`src/rtl/pc11_rdr_feeder.sv`:
```
`timescale 1ns/1ps
// pc11_rdr_feeder
// Feeds paper-tape bytes to the reader half of the pc11 emulation. ARM
// software queues bytes in a small circular FIFO. Whenever the PDP sets
// reader BUSY, the feeder waits one character time. It then writes the next
// byte into pc11 RBUF with DONE set and BUSY cleared. If the tape has run out
// (FIFO empty and eof flagged), it writes the RCSR error bit instead.
//
// Ports:
//   i_clk, i_rst_n      system clock, synchronous active-low reset
//   i_armwrite          ARM write strobe for the feeder registers
//   i_armwaddr          ARM write register select (0..3)
//   i_armwdata          ARM write data
//   i_armraddr          ARM read register select (0..3)
//   o_armrdata          ARM read data (combinational)
//   o_pc_armwrite       one-cycle write strobe into the pc11 ARM port
//   o_pc_armwaddr       pc11 register select, always RBUF/RCSR word (1)
//   o_pc_armraddr       pc11 read select, always RBUF/RCSR word (1)
//   o_pc_armwdata       word written to pc11: [23:16] byte, [15] error,
//                       [11] busy, [7] done, [0] start
//   i_pc_armrdata       pc11 read data: [15] error, [11] busy, [7] done
module pc11_rdr_feeder #(
  parameter int DEPTH   = 16,
  parameter int CHARCYC = 333333
) (
  input  logic        i_clk,
  input  logic        i_rst_n,
  input  logic        i_armwrite,
  input  logic [1:0]  i_armraddr,
  input  logic [1:0]  i_armwaddr,
  input  logic [31:0] i_armwdata,
  output logic [31:0] o_armrdata,
  output logic        o_pc_armwrite,
  output logic [1:0]  o_pc_armwaddr,
  output logic [1:0]  o_pc_armraddr,
  output logic [31:0] o_pc_armwdata,
  input  logic [31:0] i_pc_armrdata
);

  localparam int AW = $clog2(DEPTH);
  localparam int CW = AW + 1;

  typedef enum logic [1:0] {
    ST_IDLE   = 2'd0,
    ST_DELAY  = 2'd1,
    ST_WRITE  = 2'd2,
    ST_SETTLE = 2'd3
  } state_t;

  state_t r_state;
  state_t w_nextState;

  logic [7:0]    r_mem [DEPTH];
  logic [AW-1:0] r_head;
  logic [AW-1:0] r_tail;
  logic [CW-1:0] r_count;
  logic          r_enable;
  logic          r_eof;
  logic          r_ovf;
  logic [31:0]   r_delay;
  logic          r_errForm;
  logic [31:0]   r_lastData;

  logic          w_reg1Wr;
  logic          w_flush;
  logic          w_pushReq;
  logic          w_push;
  logic          w_pop;
  logic          w_drop;
  logic          w_empty;
  logic          w_full;
  logic          w_pcBusy;
  logic          w_pcDone;
  logic          w_delayDone;
  logic [7:0]    w_headByte;
  logic [31:0]   w_writeWord;
  logic [31:0]   w_stat;
  logic          w_unused;

  assign w_reg1Wr    = i_armwrite && (i_armwaddr == 2'd1);
  // Flush beats push issued in the same register write.
  assign w_flush     = w_reg1Wr & i_armwdata[10];
  assign w_pushReq   = w_reg1Wr & i_armwdata[8] & ~w_flush;
  assign w_empty     = (r_count == '0);
  assign w_full      = (r_count == CW'(DEPTH));
  assign w_pcBusy    = i_pc_armrdata[11];
  assign w_pcDone    = i_pc_armrdata[7];
  assign w_delayDone = (r_delay == 32'd0);
  assign w_headByte  = r_mem[r_head];

  // Pop only on a data-form write; a flush landing in that same cycle wins.
  assign w_pop  = (r_state == ST_WRITE) & ~r_errForm & ~w_empty & ~w_flush;
  // A simultaneous pop frees a slot, so a push at full is still accepted.
  assign w_push = w_pushReq & (~w_full | w_pop);
  assign w_drop = w_pushReq & w_full & ~w_pop;

  assign w_unused = &{1'b0, i_pc_armrdata[31:12], i_pc_armrdata[10:8],
                      i_pc_armrdata[6:0], i_armwdata[30:12]};

  // FIFO storage has no reset; validity is tracked by the count/pointers.
  always_ff @(posedge i_clk) begin
    if (w_push) begin
      r_mem[r_tail] <= i_armwdata[7:0];
    end
  end

  // FIFO pointers and occupancy count.
  always_ff @(posedge i_clk) begin
    if (!i_rst_n || w_flush) begin
      r_head  <= '0;
      r_tail  <= '0;
      r_count <= '0;
    end else begin
      if (w_push) begin
        r_tail <= r_tail + 1'b1;
      end
      if (w_pop) begin
        r_head <= r_head + 1'b1;
      end
      case ({w_push, w_pop})
        2'b10:   r_count <= r_count + 1'b1;
        2'b01:   r_count <= r_count - 1'b1;
        default: r_count <= r_count;
      endcase
    end
  end

  // Software-visible control flags. A fresh overflow outranks a clear
  // request in the same cycle so that no drop goes unreported.
  always_ff @(posedge i_clk) begin
    if (!i_rst_n) begin
      r_enable <= 1'b0;
      r_eof    <= 1'b0;
      r_ovf    <= 1'b0;
    end else begin
      if (w_reg1Wr) begin
        r_enable <= i_armwdata[31];
      end
      if (w_flush) begin
        r_eof <= 1'b0;
        r_ovf <= 1'b0;
      end else begin
        if (w_reg1Wr && i_armwdata[9]) begin
          r_eof <= 1'b1;
        end
        if (w_drop) begin
          r_ovf <= 1'b1;
        end else if (w_reg1Wr && i_armwdata[11]) begin
          r_ovf <= 1'b0;
        end
      end
    end
  end

  // FSM state register.
  always_ff @(posedge i_clk) begin
    if (!i_rst_n) begin
      r_state <= ST_IDLE;
    end else begin
      r_state <= w_nextState;
    end
  end

  // FSM next state. An abort (busy dropped or feeder disabled) outranks an
  // expiring delay. An empty FIFO without eof parks in DELAY at zero.
  always_comb begin
    w_nextState = r_state;
    case (r_state)
      ST_IDLE: begin
        if (r_enable && w_pcBusy && !w_pcDone) begin
          w_nextState = ST_DELAY;
        end
      end
      ST_DELAY: begin
        if (!w_pcBusy || !r_enable) begin
          w_nextState = ST_IDLE;
        end else if (w_delayDone && (!w_empty || r_eof)) begin
          w_nextState = ST_WRITE;
        end
      end
      ST_WRITE:  w_nextState = ST_SETTLE;
      ST_SETTLE: w_nextState = ST_IDLE;
      default:   w_nextState = ST_IDLE;
    endcase
  end

  // Character-time counter: loaded on entry to DELAY, counts down, and
  // rests at zero while waiting for data.
  always_ff @(posedge i_clk) begin
    if (!i_rst_n) begin
      r_delay <= 32'd0;
    end else if (r_state == ST_IDLE && w_nextState == ST_DELAY) begin
      r_delay <= 32'(CHARCYC - 1);
    end else if (r_state == ST_DELAY && !w_delayDone) begin
      r_delay <= r_delay - 32'd1;
    end
  end

  // The data/error form is frozen when leaving DELAY. A push landing in
  // the WRITE cycle then cannot turn an out-of-tape report into a data
  // write.
  always_ff @(posedge i_clk) begin
    if (!i_rst_n) begin
      r_errForm <= 1'b0;
    end else if (r_state == ST_DELAY && w_nextState == ST_WRITE) begin
      r_errForm <= w_empty;
    end
  end

  // The last word written stays on the pc11 data bus between writes.
  always_ff @(posedge i_clk) begin
    if (!i_rst_n) begin
      r_lastData <= 32'd0;
    end else if (r_state == ST_WRITE) begin
      r_lastData <= w_writeWord;
    end
  end

  // FSM outputs toward the pc11 ARM port.
  always_comb begin
    w_writeWord   = r_errForm ? 32'h0000_8000
                              : {8'h00, w_headByte, 8'h00, 8'h80};
    o_pc_armwrite = (r_state == ST_WRITE);
    o_pc_armwdata = (r_state == ST_WRITE) ? w_writeWord : r_lastData;
    o_pc_armwaddr = 2'd1;
    o_pc_armraddr = 2'd1;
  end

  // ARM register readback.
  always_comb begin
    w_stat          = 32'd0;
    w_stat[CW-1:0]  = r_count;
    w_stat[8]       = w_empty;
    w_stat[9]       = w_full;
    w_stat[10]      = r_eof;
    w_stat[11]      = r_ovf;
    w_stat[13:12]   = r_state;
    w_stat[31]      = r_enable;
    case (i_armraddr)
      2'd0:    o_armrdata = 32'h5046_1002;
      2'd1:    o_armrdata = w_stat;
      2'd2:    o_armrdata = r_delay;
      default: o_armrdata = 32'd0;
    endcase
  end

endmodule

```
`config.mk`:
```
export PLATFORM = sky130hd
export DESIGN_NAME = pc11_rdr_feeder
export DESIGN_NICKNAME = d
export VERILOG_FILES = /design/src/rtl/pc11_rdr_feeder.sv
export SDC_FILE = /design/constraint.sdc
export NUM_CORES = 1
export LEC_CHECK = 0
export ABC_AREA = 1
export ABC_CLOCK_PERIOD_IN_PS = 3600
export CAP_MARGIN = 20
export CORE_UTILIZATION = 40
export DETAILED_ROUTE_END_ITERATION = 10
export HOLD_SLACK_MARGIN = 0.05
export PLACE_DENSITY_LB_ADDON = 0.1
export REMOVE_ABC_BUFFERS = 1
export SLEW_MARGIN = 20
export SYNTH_ARGS = -nofsm -noshare
export SYNTH_HDL_FRONTEND = slang
export SYNTH_SLANG_ARGS = --single-unit
```
`constraint.sdc`:
```
create_clock -name i_clk -period 3.6 [get_ports i_clk]
set_input_delay 0.72 -clock i_clk [delete_from_list [all_inputs] [get_ports i_clk]]
set_output_delay 0.72 -clock i_clk [all_outputs]
set_load 0.05 [all_outputs]
```
### Word-level counts from Yosys, hierarchy flattened

Memories as Yosys holds them, arrays and structs flattened. A register that Yosys moved wholly into a read port is not among the register bits.
Cells that the tools add are included.

| word-level totals | value |
|---|---|
| word-level logic and storage cells | 87 |
| memory bits (writable) | 128 |
| memories | 1 |
| register bits | 83 |

| operators by class | value |
|---|---|
| add/sub/neg operators | 5 |
| reductions and logical operators | 27 |
| equality and inequality tests | 11 |
| bitwise gates (word level) | 16 |
| muxes and demuxes | 16 |

Memories:

| name | words | width | rd ports | clocked after Yosys merged registers in | wr ports | line | text |
|---|---|---|---|---|---|---|---|
| r_mem | 16 | 8 | 1 | 1 | 1 | 53 | `logic [7:0] r_mem [DEPTH];` |

Operators with widths:

| operator | count |
|---|---|
| $pmux W32 S3 | 1 |
| $mux W19 | 2 |
| $logic_not A32 Y1 | 1 |
| $mux W32 | 1 |
| $sub A32 B1 Y32 const B | 1 |
| $mux W24 | 1 |
| $eq A2 B1 Y1 const B | 5 |
| $eq A2 B2 Y1 const B | 5 |
| $pmux W5 S2 | 1 |
| $and A1 B1 Y1 | 9 |
| $logic_and A1 B1 Y1 | 9 |
| $add A4 B1 Y4 const B | 2 |
| $mux W4 | 2 |
| $pmux W2 S4 | 1 |
| $logic_not A1 Y1 | 6 |
| $mux W2 | 3 |
| $not A1 Y1 | 6 |
| $reduce_bool A2 Y1 | 3 |
| $add A5 B1 Y5 const B | 1 |
| $eq A5 B5 Y1 const B | 1 |
| $logic_not A5 Y1 | 1 |
| $sub A5 B1 Y5 const B | 1 |
| $logic_not A2 Y1 | 2 |
| $mux W1 | 4 |
| 3 further kinds | 6 |

### Logic depth before layout (Yosys ltp)

Gate-level depths: netlist (run 1).

| depth | value |
|---|---|
| word-level depth | 10 |
| gate-level depth with buffers | 18 |
| mapped depth without buffers | 18 |

### Least setup slack after synthesis (run 1)

Ideal clock, no wire load.

| timing | value |
|---|---|
| path type | in2out |
| start point | in i_armraddr[0] |
| end point | out o_armrdata[8] |
| arrival | 2540 ps |
| path slack | 340 ps |
| stages | 5 |
| data required time | 2880 ps |
| cell sequence | buf_2 -> inv_1 -> or2_2 -> clkbuf_1 -> o21ai_0 |

| on the way | value |
|---|---|
| word-level cells in the longest chain between the ends | 2 |
| elaborated cells between the ends (all ways) | 4 |
| classes of those cells | eq/ne: 2; mux: 1; reduce/logical: 1 |

Ends and longest elaborated chain:

| what | line | text |
|---|---|---|
| from (decl) | 29 | `input logic [1:0] i_armraddr,` |
| $eq A2 B2 Y1, or another cell as far along | 239 | `case (i_armraddr)` |
| $pmux W32 S3 * | 239 |  |
| to (decl) | 32 | `output logic [31:0] o_armrdata,` |

Mark *: on every way between the ends. The rest lies on a longest branch, timed or not.

### Worst setup path after layout (run 1)

| timing | value |
|---|---|
| start point | in i_armraddr[1] |
| end point | out o_armrdata[8] |

The elaborated chain is that of the path after synthesis.

==> flow_summary_export.csv, run 1 <==
group,metric,value,unit
route,viasPerCell,4.92,
critical_path,max_stage_delay,0.69,ns
die,rows,56,
run_status,status,"completed",
logic_synthesis,synth_cell_type_count,35,
logic_synthesis,async_flop_share,0,
critical_path,cp-end-kind,"output port",
critical_path,cpMaxStageDelayCell,"clkdlybuf4s50_1",
logic_synthesis,yosys_register_bits,215,
die,start_util,0.410,
die,dieArea,0.0248,sq mm
die,die_x,157,um
timing,rsz0062_at_grt,"false",
timing,finalCriticalPeriod,3.27,ns
grt,grt_pass1_vias,7188,
grt,grt_max_degree,65,
power_and_ir_drop,p_leak,4.66,nW
cells_and_area,fin_area,0.0120,sq mm
critical_path,cp_top_family,"buffers and inverters",
die,fp.dieH,157,um
timing,worst_clock_skew,0.0162,ns
clock_network,cts_buffers,24,
power_and_ir_drop,p_int,4.30,mW
logic_synthesis,synth_ff_type,"edfxtp_1",
route,drc,0,
power_and_ir_drop,pwr-share-clk,0.466,
logic_synthesis,yosys.area.top_type,"edfxtp_1",
placement,port_buffers,86,
timing,whs,0.442,ns
cells_and_area,regArea,0.00559,sq mm
timing,tns,0,ns
logic_synthesis,synth_edf_count,128,
clock_network,post_cts_buffers,0,
route,ant_nets,0,
critical_path,critPathRequiredTime,2.88,ns
timing,finalCritPeriodShare,0.907,
clock_network,postCtsHoldBufs,0,
logic_synthesis,ys_warn_count,0,
timing,fmax,0.306,GHz
critical_path,critPathLaunchType,"primary input",
timing,hold_viol,0,
grt,grt.total_usage,0.206,
cells_and_area,multiInputGateArea,0.00349,sq mm
power_and_ir_drop,peakVddDrop,0.267,mV
die,pin_count,140,
cells_and_area,fin_nets,1300,
timing,slew-limit-headroom,0.496,
placement,place_congestion,0.864,
power_and_ir_drop,swShare,0.218,
timing,worstMarginPinSlew,0.754,ns
cells_and_area,fin_util,0.509,
placement,dpl_cell_area,0.0112,sq mm
logic_synthesis,synth_common_cells,"nor2_1, nand2_1, edfxtp_1",
die,core,0.0236,sq mm
route,firstDrtPassIters,5,
cells_and_area,diodes,0,
grt,antenna_found_initial,0,
grt,grt_pass1_wl,39100,um
route,wire_per_inst,15.9,um
clock_network,clk_pin_slew,0.06,ns
clock_network,clk_path_buf_depth,3,
critical_path,worstPathCellList,"clkdlybuf4s50_1 -> or2_2 -> o21ai_0 -> buf_12",
power_and_ir_drop,cellPowerDensity,457,mW/mm^2
cells_and_area,drive_above_1_share,0.0947,
logic_synthesis,yosys-top-cells-area,"edfxtp_1, dfxtp_1, nor2_1",
clock_network,clockRootBuffer,"clkbuf_16",
critical_path,critPathMaxFanout,12,
critical_path,crit_buf_inv,2,
power_and_ir_drop,switchingPower,1.20,mW
grt,overflow,0,
cells_and_area,fillers,2234,
route,initialDrtViolationCount,540,
logic_synthesis,synth_most_common_cell,"nor2_1",
timing,setup-violations-final,0,
clock_network,clkSinkCount,215,
hold_path,hold_class,"flip-flop to flip-flop",
logic_synthesis,syn_area,0.00967,sq mm
clock_network,clk_latency,0.52,ns
power_and_ir_drop,comb_power_share,0.057,
logic_synthesis,synth_top_cell_area_share,0.397,
power_and_ir_drop,p_total,5.50,mW
logic_synthesis,synthCells,1120,
clock_network,ctsResizeCount,0,
timing,maxSlewViolCount,0,
clock_network,htree_levels,1,
logic_synthesis,post_synth.cell_area_avg,8.64,sq um
placement,post-dp-hpwl,16500,um
route,routed_wl,24700,um
critical_path,crit_arrival,2.55,ns
power_and_ir_drop,pwr-share-seq,0.477,
cells_and_area,syn2layout_area_growth,24.2,%
route,num_vias,7653,
run,cap_violations,0,
logic_synthesis,ys_seq_area_frac,0.577,
clock_network,cts_tree,"built",
critical_path,crit_type,"primary input to output port",
-- cell type report --
cell class,count,share of cell area
Clock inverter,15,0.0173
Multi-Input combinational cell,757,0.290
Timing Repair Buffer,121,0.112
Tap cell,319,0.0332
Inverter,98,0.0306
Clock buffer,29,0.0515
Sequential cell,215,0.465
-- power by group through the flow --
stage | logic (mW) | registers, mW | clock network [mW]
2_1_floorplan | 0.188 | 2.67 | 0
3_3_place_gp | 0.313 | 2.67 | 0
3_5_place_dp | 0.314 | 2.67 | 0
4_1_cts | 0.316 | 2.62 | 2.61
5_1_grt | 0.352 | 2.62 | 2.71
6_report | 0.314 | 2.62 | 2.56
-- routing by layer --
layer	track usage	vias up	routed length, um
met3	0.0286	27	1290
met5	0	-	0
met4	0.0490	0	360
li1	-	3872	-
met2	0.324	189	11100
met1	0.298	3565	12000
-- cells in the final DEF, fill, tap and decap left out, types with 5 or more instances in the layout --
cell	instances
edfxtp_1	128
clkbuf_16	24
buf_12	25
a21oi_1	63
buf_4	45
xor2_1	21
inv_1	96
bufinv_16	5
o211ai_1	14
clkinv_2	6
nor3_1	23
o22ai_1	9
clkbuf_1	5
dfxtp_1	86
ha_1	11
nor2_1	253
o21ai_0	73
clkdlybuf4s50_1	51
nand3_1	58
nand2_1	204
-- per-stage QoR --
stage,setup WS (ns),cells
finish,0.334,1554
global route,0.156,1554
CTS,0.294,1554
global placement,0.252,1510
floorplan,-0.598,1070
detailed placement,0.221,1510
-- cell families after synthesis --
group           Yosys count  share of synthesized area
buf+inv                 150                     0.0627
flops                   215                      0.577
other cells               2                   0.000776
xor+xnor                 23                     0.0208
fa+ha+maj                12                     0.0163
compound gates          166                     0.0925
simple gates            552                      0.229
-- final timing paths --
check	from	endpoint	slack (ns)	depth (start not counted)
worst min-delay path	r_lastData[12]	r_lastData[12]	0.44	2
worst min register to register	r_lastData[12]	r_lastData[12]	0.44	2
worst max-delay path	i_armraddr[1]	o_armrdata[8]	0.33	4
worst max register to register	r_count[0]	r_count[4]	0.75	17
-- flip-flops by register name, indices dropped and copies added (netlist names), named ones only --
register    flops
r_tail          4
r_count         5
r_state         2
r_enable        1
r_ovf           1
r_delay        32
r_mem         128
r_lastData     32
r_eof           1
r_head          4
r_errForm       1
-- tightest hold or removal path: stages (launching register included) --
cell,delay [ns]
dfxtp_1,0.29
inv_1,0.06
nor3_1,0.05
No activity file was read; power rests on OpenSTA's default activity.
==> run 2: changes to the inputs <==
--- a/config.mk
+++ b/config.mk
@@ -6,10 +6,11 @@
 export NUM_CORES = 1
 export LEC_CHECK = 0
 export ABC_AREA = 1
-export ABC_CLOCK_PERIOD_IN_PS = 3600
-export CAP_MARGIN = 20
+export ABC_CLOCK_PERIOD_IN_PS = 3550
+export CAP_MARGIN = 40
 export CORE_UTILIZATION = 40
 export DETAILED_ROUTE_END_ITERATION = 10
+export GPL_ROUTABILITY_DRIVEN = 1
 export HOLD_SLACK_MARGIN = 0.05
 export PLACE_DENSITY_LB_ADDON = 0.1
 export REMOVE_ABC_BUFFERS = 1
==> constraint.sdc (replaced) <==
create_clock -name i_clk -period 3.55 [get_ports i_clk]
set_input_delay 0.71 -clock i_clk [delete_from_list [all_inputs] [get_ports i_clk]]
set_output_delay 0.71 -clock i_clk [all_outputs]
set_load 0.05 [all_outputs]
==> flow_summary_export.csv, run 2 (synthesis results as in run 1) <==
group,metric,value,unit
run_status,status,"completed",
critical_path,rrSetupSlack,0.71,ns
die,start_util,0.410,
clock_network,clk_path_buf_depth,3,
route,routed_wl,24500,um
timing,setup-violations-final,0,
power_and_ir_drop,p_int,4.14,mW
hold_path,hold_class,"flip-flop to flip-flop",
cells_and_area,multiInputGateArea,0.00349,sq mm
critical_path,critPathRequiredTime,2.84,ns
power_and_ir_drop,pwr-share-seq,0.498,
grt,grt_pass1_wl,38300,um
power_and_ir_drop,p_leak,4.63,nW
critical_path,crit_type,"flip-flop to output port",
power_and_ir_drop,peakVddDrop,0.240,mV
route,num_vias,7621,
grt,grt_max_degree,65,
timing,hold_viol,0,
placement,port_buffers,86,
route,wire_per_inst,15.8,um
clock_network,postCtsHoldBufs,0,
clock_network,clkSinkCount,215,
cells_and_area,syn2layout_area_growth,23.6,%
cells_and_area,fin_nets,1301,
timing,finalCritPeriodShare,0.942,
die,rows,56,
placement,place_congestion,0.862,
hold_path,hold_path_depth,2,
die,core,0.0236,sq mm
critical_path,worstReg2RegEnd,"r_count[4]",
power_and_ir_drop,cellPowerDensity,447,mW/mm^2
power_and_ir_drop,comb_power_share,0.059,
cells_and_area,drive_above_1_share,0.0939,
cells_and_area,top_regs,"r_mem (128), r_delay (32), r_lastData (32)",
clock_network,ctsResizeCount,0,
grt,grt.total_usage,0.201,
grt,overflow,0,
critical_path,crit_arrival,2.64,ns
die,die_x,157,um
critical_path,r2r-start,"r_count[0]",
cells_and_area,regMostFlops,"r_mem",
route,ant_nets,0,
power_and_ir_drop,p_total,5.34,mW
timing,whs,0.442,ns
grt,grt_pass1_vias,7128,
critical_path,critPathMaxFanout,64,
hold_path,hp-start,"r_lastData[1]",
clock_network,clockRootBuffer,"clkbuf_16",
route,firstDrtPassIters,5,
cells_and_area,largest_reg_flops,128,
critical_path,r2r_cells,17,
die,pin_count,140,
die,fp.dieH,157,um
clock_network,cts_buffers,24,
route,drc,0,
grt,antenna_found_initial,0,
cells_and_area,fin_util,0.506,
timing,worst_clock_skew,0.00796,ns
cells_and_area,fillers,2261,
critical_path,cp-end-kind,"output port",
route,viasPerCell,4.90,
timing,finalCriticalPeriod,3.35,ns
clock_network,post_cts_buffers,0,
power_and_ir_drop,switchingPower,1.19,mW
clock_network,cts_tree,"built",
clock_network,clk_pin_slew,0.06,ns
timing,setup_ws,0.205,ns
die,dieArea,0.0248,sq mm
route,initialDrtViolationCount,477,
cells_and_area,diodes,0,
power_and_ir_drop,swShare,0.224,
timing,maxSlewViolCount,0,
cells_and_area,regArea,0.00559,sq mm
timing,slew-limit-headroom,0.450,
critical_path,critPathLaunchType,"flip-flop",
placement,dp_slack,0.177,ns
run,cap_violations,0,
timing,tns,0,ns
hold_path,hold_path_end,"r_lastData[1]",
clock_network,htree_levels,1,
cells_and_area,final_cell_mix,"nor2_1, nand2_1, edfxtp_1",
placement,post-dp-hpwl,16400,um
timing,rsz0062_at_grt,"false",
cells_and_area,layout_commonest_cell,"nor2_1",
timing,fmax,0.299,GHz
timing,worstMarginPinSlew,0.825,ns
power_and_ir_drop,pwr-share-clk,0.443,
clock_network,clk_latency,0.51,ns
## run 2: changes by cell type in the layout (fill, tap and decap cells not counted), sizes merged
cell	change
bufinv	-5
clkinvlp	+2
clkbuf	+7
clkinv	-5
buf	+1
## run 2: worst max-delay path, cell delays in order (launching register included)
cell	delay (ns)
dfxtp_2	0.35
buf_4	0.57
nor2_1	0.12
nor2_1	0.10
o21ai_0	0.09
nand3_1	0.12
nand3_1	0.18
nand2_1	0.16
nand2_1	0.09
nand2_1	0.08
buf_4	0.20
## run 2: power groups by stage
| stage | registers [mW] | clock network [mW] | logic [mW] |
|---|---|---|---|
| after floorplan | 2.71 | 0 | 0.191 |
| after global placement | 2.71 | 0 | 0.317 |
| after detailed placement | 2.71 | 0 | 0.318 |
| after CTS | 2.66 | 2.42 | 0.319 |
| after global routing | 2.66 | 2.52 | 0.352 |
| final | 2.66 | 2.36 | 0.317 |
## run 2: per-layer routing
| layer | wire length [um] | up-vias | track usage |
|---|---|---|---|
| met5 | 0 | - | 0 |
| met4 | 433 | 0 | 0.0550 |
| met3 | 1140 | 29 | 0.0286 |
| met2 | 10900 | 165 | 0.314 |
| met1 | 12100 | 3566 | 0.291 |
| li1 | - | 3861 | - |
## run 2: metrics by stage
step	instance area, sq um	cells
after global routing	12000	1554
after CTS	11900	1554
after global placement	11200	1511
after detailed placement	11200	1511
final	12000	1554
after floorplan	9440	1070
## run 2: cell type report
cell class / instances / area share
Sequential cell: 215 / 0.467
Multi-Input combinational cell: 757 / 0.292
Timing Repair Buffer: 122 / 0.113
Clock buffer: 36 / 0.0601
Tap cell: 319 / 0.0334
Inverter: 98 / 0.0311
Clock inverter: 7 / 0.00283
## run 2: worst max-delay path by stage
stage | to | start | slack [ns] | depth (start not counted)
after floorplan | o_pc_armwdata[23] | flip-flop | -0.64 | 7
after global placement | r_count[4] | i_armwrite | 0.21 | 19
after detailed placement | r_count[4] | i_armwrite | 0.18 | 19
after CTS | o_pc_armwdata[20] | flip-flop | 0.22 | 9
after global routing | o_pc_armwdata[18] | flip-flop | 0.03 | 10
final | o_pc_armwdata[20] | flip-flop | 0.20 | 10
==> run 3: changes to the inputs <==
--- a/config.mk
+++ b/config.mk
@@ -12,9 +12,10 @@
 export DETAILED_ROUTE_END_ITERATION = 10
 export GPL_ROUTABILITY_DRIVEN = 1
 export HOLD_SLACK_MARGIN = 0.05
-export PLACE_DENSITY_LB_ADDON = 0.1
+export PLACE_DENSITY_LB_ADDON = 0.15
 export REMOVE_ABC_BUFFERS = 1
 export SLEW_MARGIN = 20
 export SYNTH_ARGS = -nofsm -noshare
 export SYNTH_HDL_FRONTEND = slang
 export SYNTH_SLANG_ARGS = --single-unit
+export TNS_END_PERCENT = 30
==> flow_summary_export.csv, run 3 (synthesis results as in run 1) <==
group,metric,value,unit
timing,whs,0.442,ns
route,wire_per_inst,15.5,um
placement,port_buffers,86,
power_and_ir_drop,swShare,0.224,
hold_path,hp-start,"r_lastData[8]",
timing,slew-limit-headroom,0.527,
power_and_ir_drop,p_total,5.49,mW
clock_network,postCtsHoldBufs,0,
die,rows,56,
run,cap_violations,0,
grt,overflow,0,
clock_network,clk_pin_slew,0.06,ns
timing,finalCriticalPeriod,3.26,ns
clock_network,clkSinkCount,215,
grt,grt_max_degree,65,
die,pin_count,140,
placement,place_congestion,0.910,
cells_and_area,syn2layout_area_growth,24.1,%
cells_and_area,fillers,2278,
critical_path,cp-end-kind,"output port",
clock_network,clockRootBuffer,"clkbuf_16",
route,num_vias,7598,
critical_path,cpMaxStageDelayCell,"clkinv_1",
cells_and_area,top_regs,"r_mem (128), r_delay (32), r_lastData (32)",
power_and_ir_drop,cellPowerDensity,457,mW/mm^2
power_and_ir_drop,comb_power_share,0.058,
critical_path,crit_type,"flip-flop to output port",
cells_and_area,fin_util,0.508,
clock_network,clk_path_buf_depth,3,
critical_path,cp_top_family,"buffers and inverters",
cells_and_area,layout_commonest_cell,"nor2_1",
clock_network,post_cts_buffers,0,
die,die_x,157,um
grt,antenna_found_initial,0,
power_and_ir_drop,p_int,4.26,mW
critical_path,crit_arrival,2.55,ns
placement,dp_slack,0.220,ns
timing,hold_viol,0,
power_and_ir_drop,p_leak,4.66,nW
timing,rsz0062_at_grt,"false",
clock_network,cts_tree,"built",
critical_path,r2r-start,"r_count[0]",
cells_and_area,largest_reg_flops,128,
critical_path,crit_buf_inv,3,
critical_path,critPathLaunchType,"flip-flop",
clock_network,cts_buffers,24,
route,initialDrtViolationCount,486,
clock_network,htree_levels,1,
placement,post-dp-hpwl,16100,um
timing,setup_ws,0.292,ns
grt,grt_pass1_wl,38000,um
route,firstDrtPassIters,4,
timing,worstMarginPinSlew,0.710,ns
run_status,status,"completed",
critical_path,worst_path_most_repeated_cell,"nand2_1",
timing,fmax,0.307,GHz
cells_and_area,regMostFlops,"r_mem",
timing,finalCritPeriodShare,0.918,
placement,dpl_cell_area,0.0112,sq mm
cells_and_area,final_cell_mix,"nor2_1, nand2_1, edfxtp_1",
route,drc,0,
power_and_ir_drop,peakVddDrop,0.299,mV
timing,setup-violations-final,0,
critical_path,max_stage_delay,0.37,ns
die,fp.dieH,157,um
critical_path,critPathMaxFanout,48,
die,start_util,0.410,
route,routed_wl,24100,um
grt,grt_pass1_vias,7154,
die,core,0.0236,sq mm
cells_and_area,fin_nets,1299,
power_and_ir_drop,switchingPower,1.23,mW
critical_path,critPathRequiredTime,2.84,ns
cells_and_area,drive_above_1_share,0.0948,
route,ant_nets,0,
timing,maxSlewViolCount,0,
cells_and_area,diodes,0,
power_and_ir_drop,pwr-share-clk,0.458,
grt,grt.total_usage,0.199,
route,viasPerCell,4.89,
clock_network,ctsResizeCount,0,
critical_path,worstPathCellList,"clkinv_1 -> buf_12 -> o21ai_0 -> o211ai_1 -> nand3_1 -> nand2_1 -> nand2_1 -> nand2_1 -> buf_4",
hold_path,hold_class,"flip-flop to flip-flop",
clock_network,clk_latency,0.52,ns
power_and_ir_drop,pwr-share-seq,0.484,
cells_and_area,fin_area,0.0120,sq mm
die,dieArea,0.0248,sq mm
timing,worst_clock_skew,0.0199,ns
==> run 3: final cells by class <==
cell class	instances	area, sq um	area share
timing repair buffer	120	1350	0.113
clock buffer	29	639	0.0533
tap	319	399	0.0333
clock inverter	15	165	0.0138
inverter	98	368	0.0307
multi-input combinational	757	3490	0.291
sequential	215	5590	0.466
==> run 3: path summary, 6_finish.rpt <==
kind	end	slack, ns	depth (start not counted)
max reg2reg	r_count[4]	0.71	17
min	r_lastData[8]	0.44	2
min reg2reg	r_lastData[8]	0.44	2
max	o_pc_armwdata[16]	0.29	9
==> run 3: stage by stage <==
step | std cells | TNS, ns
final | 1553 | 0
after global routing | 1553 | 0
after CTS | 1553 | 0
after detailed placement | 1509 | 0
after global placement | 1509 | 0
after floorplan | 1070 | -5.06
==> run 3: tightest hold or removal path, delay by kind of cell, from the launching register on <==
kind / cells / cell delay, ns
DFF: 1 / 0.30
and+or+nand+nor: 1 / 0.05
buffers and inverters: 1 / 0.06
==> run 3: power groups by stage <==
| stage | clock, mW | combinational (mW) | sequential [mW] |
|---|---|---|---|
| after detailed placement | 0 | 0.318 | 2.71 |
| final | 2.51 | 0.318 | 2.66 |
| after floorplan | 0 | 0.191 | 2.71 |
| after global routing | 2.65 | 0.354 | 2.66 |
| after CTS | 2.56 | 0.320 | 2.66 |
| after global placement | 0 | 0.315 | 2.71 |
==> run 3: per-layer routing <==
layer  vias up  global-route usage  part of all wire
met4         0              0.0444             0.017
li1       3861                   -                 -
met2       161               0.320              0.45
met1      3544               0.284              0.49
met5         -                   0                 0
met3        32              0.0253             0.048
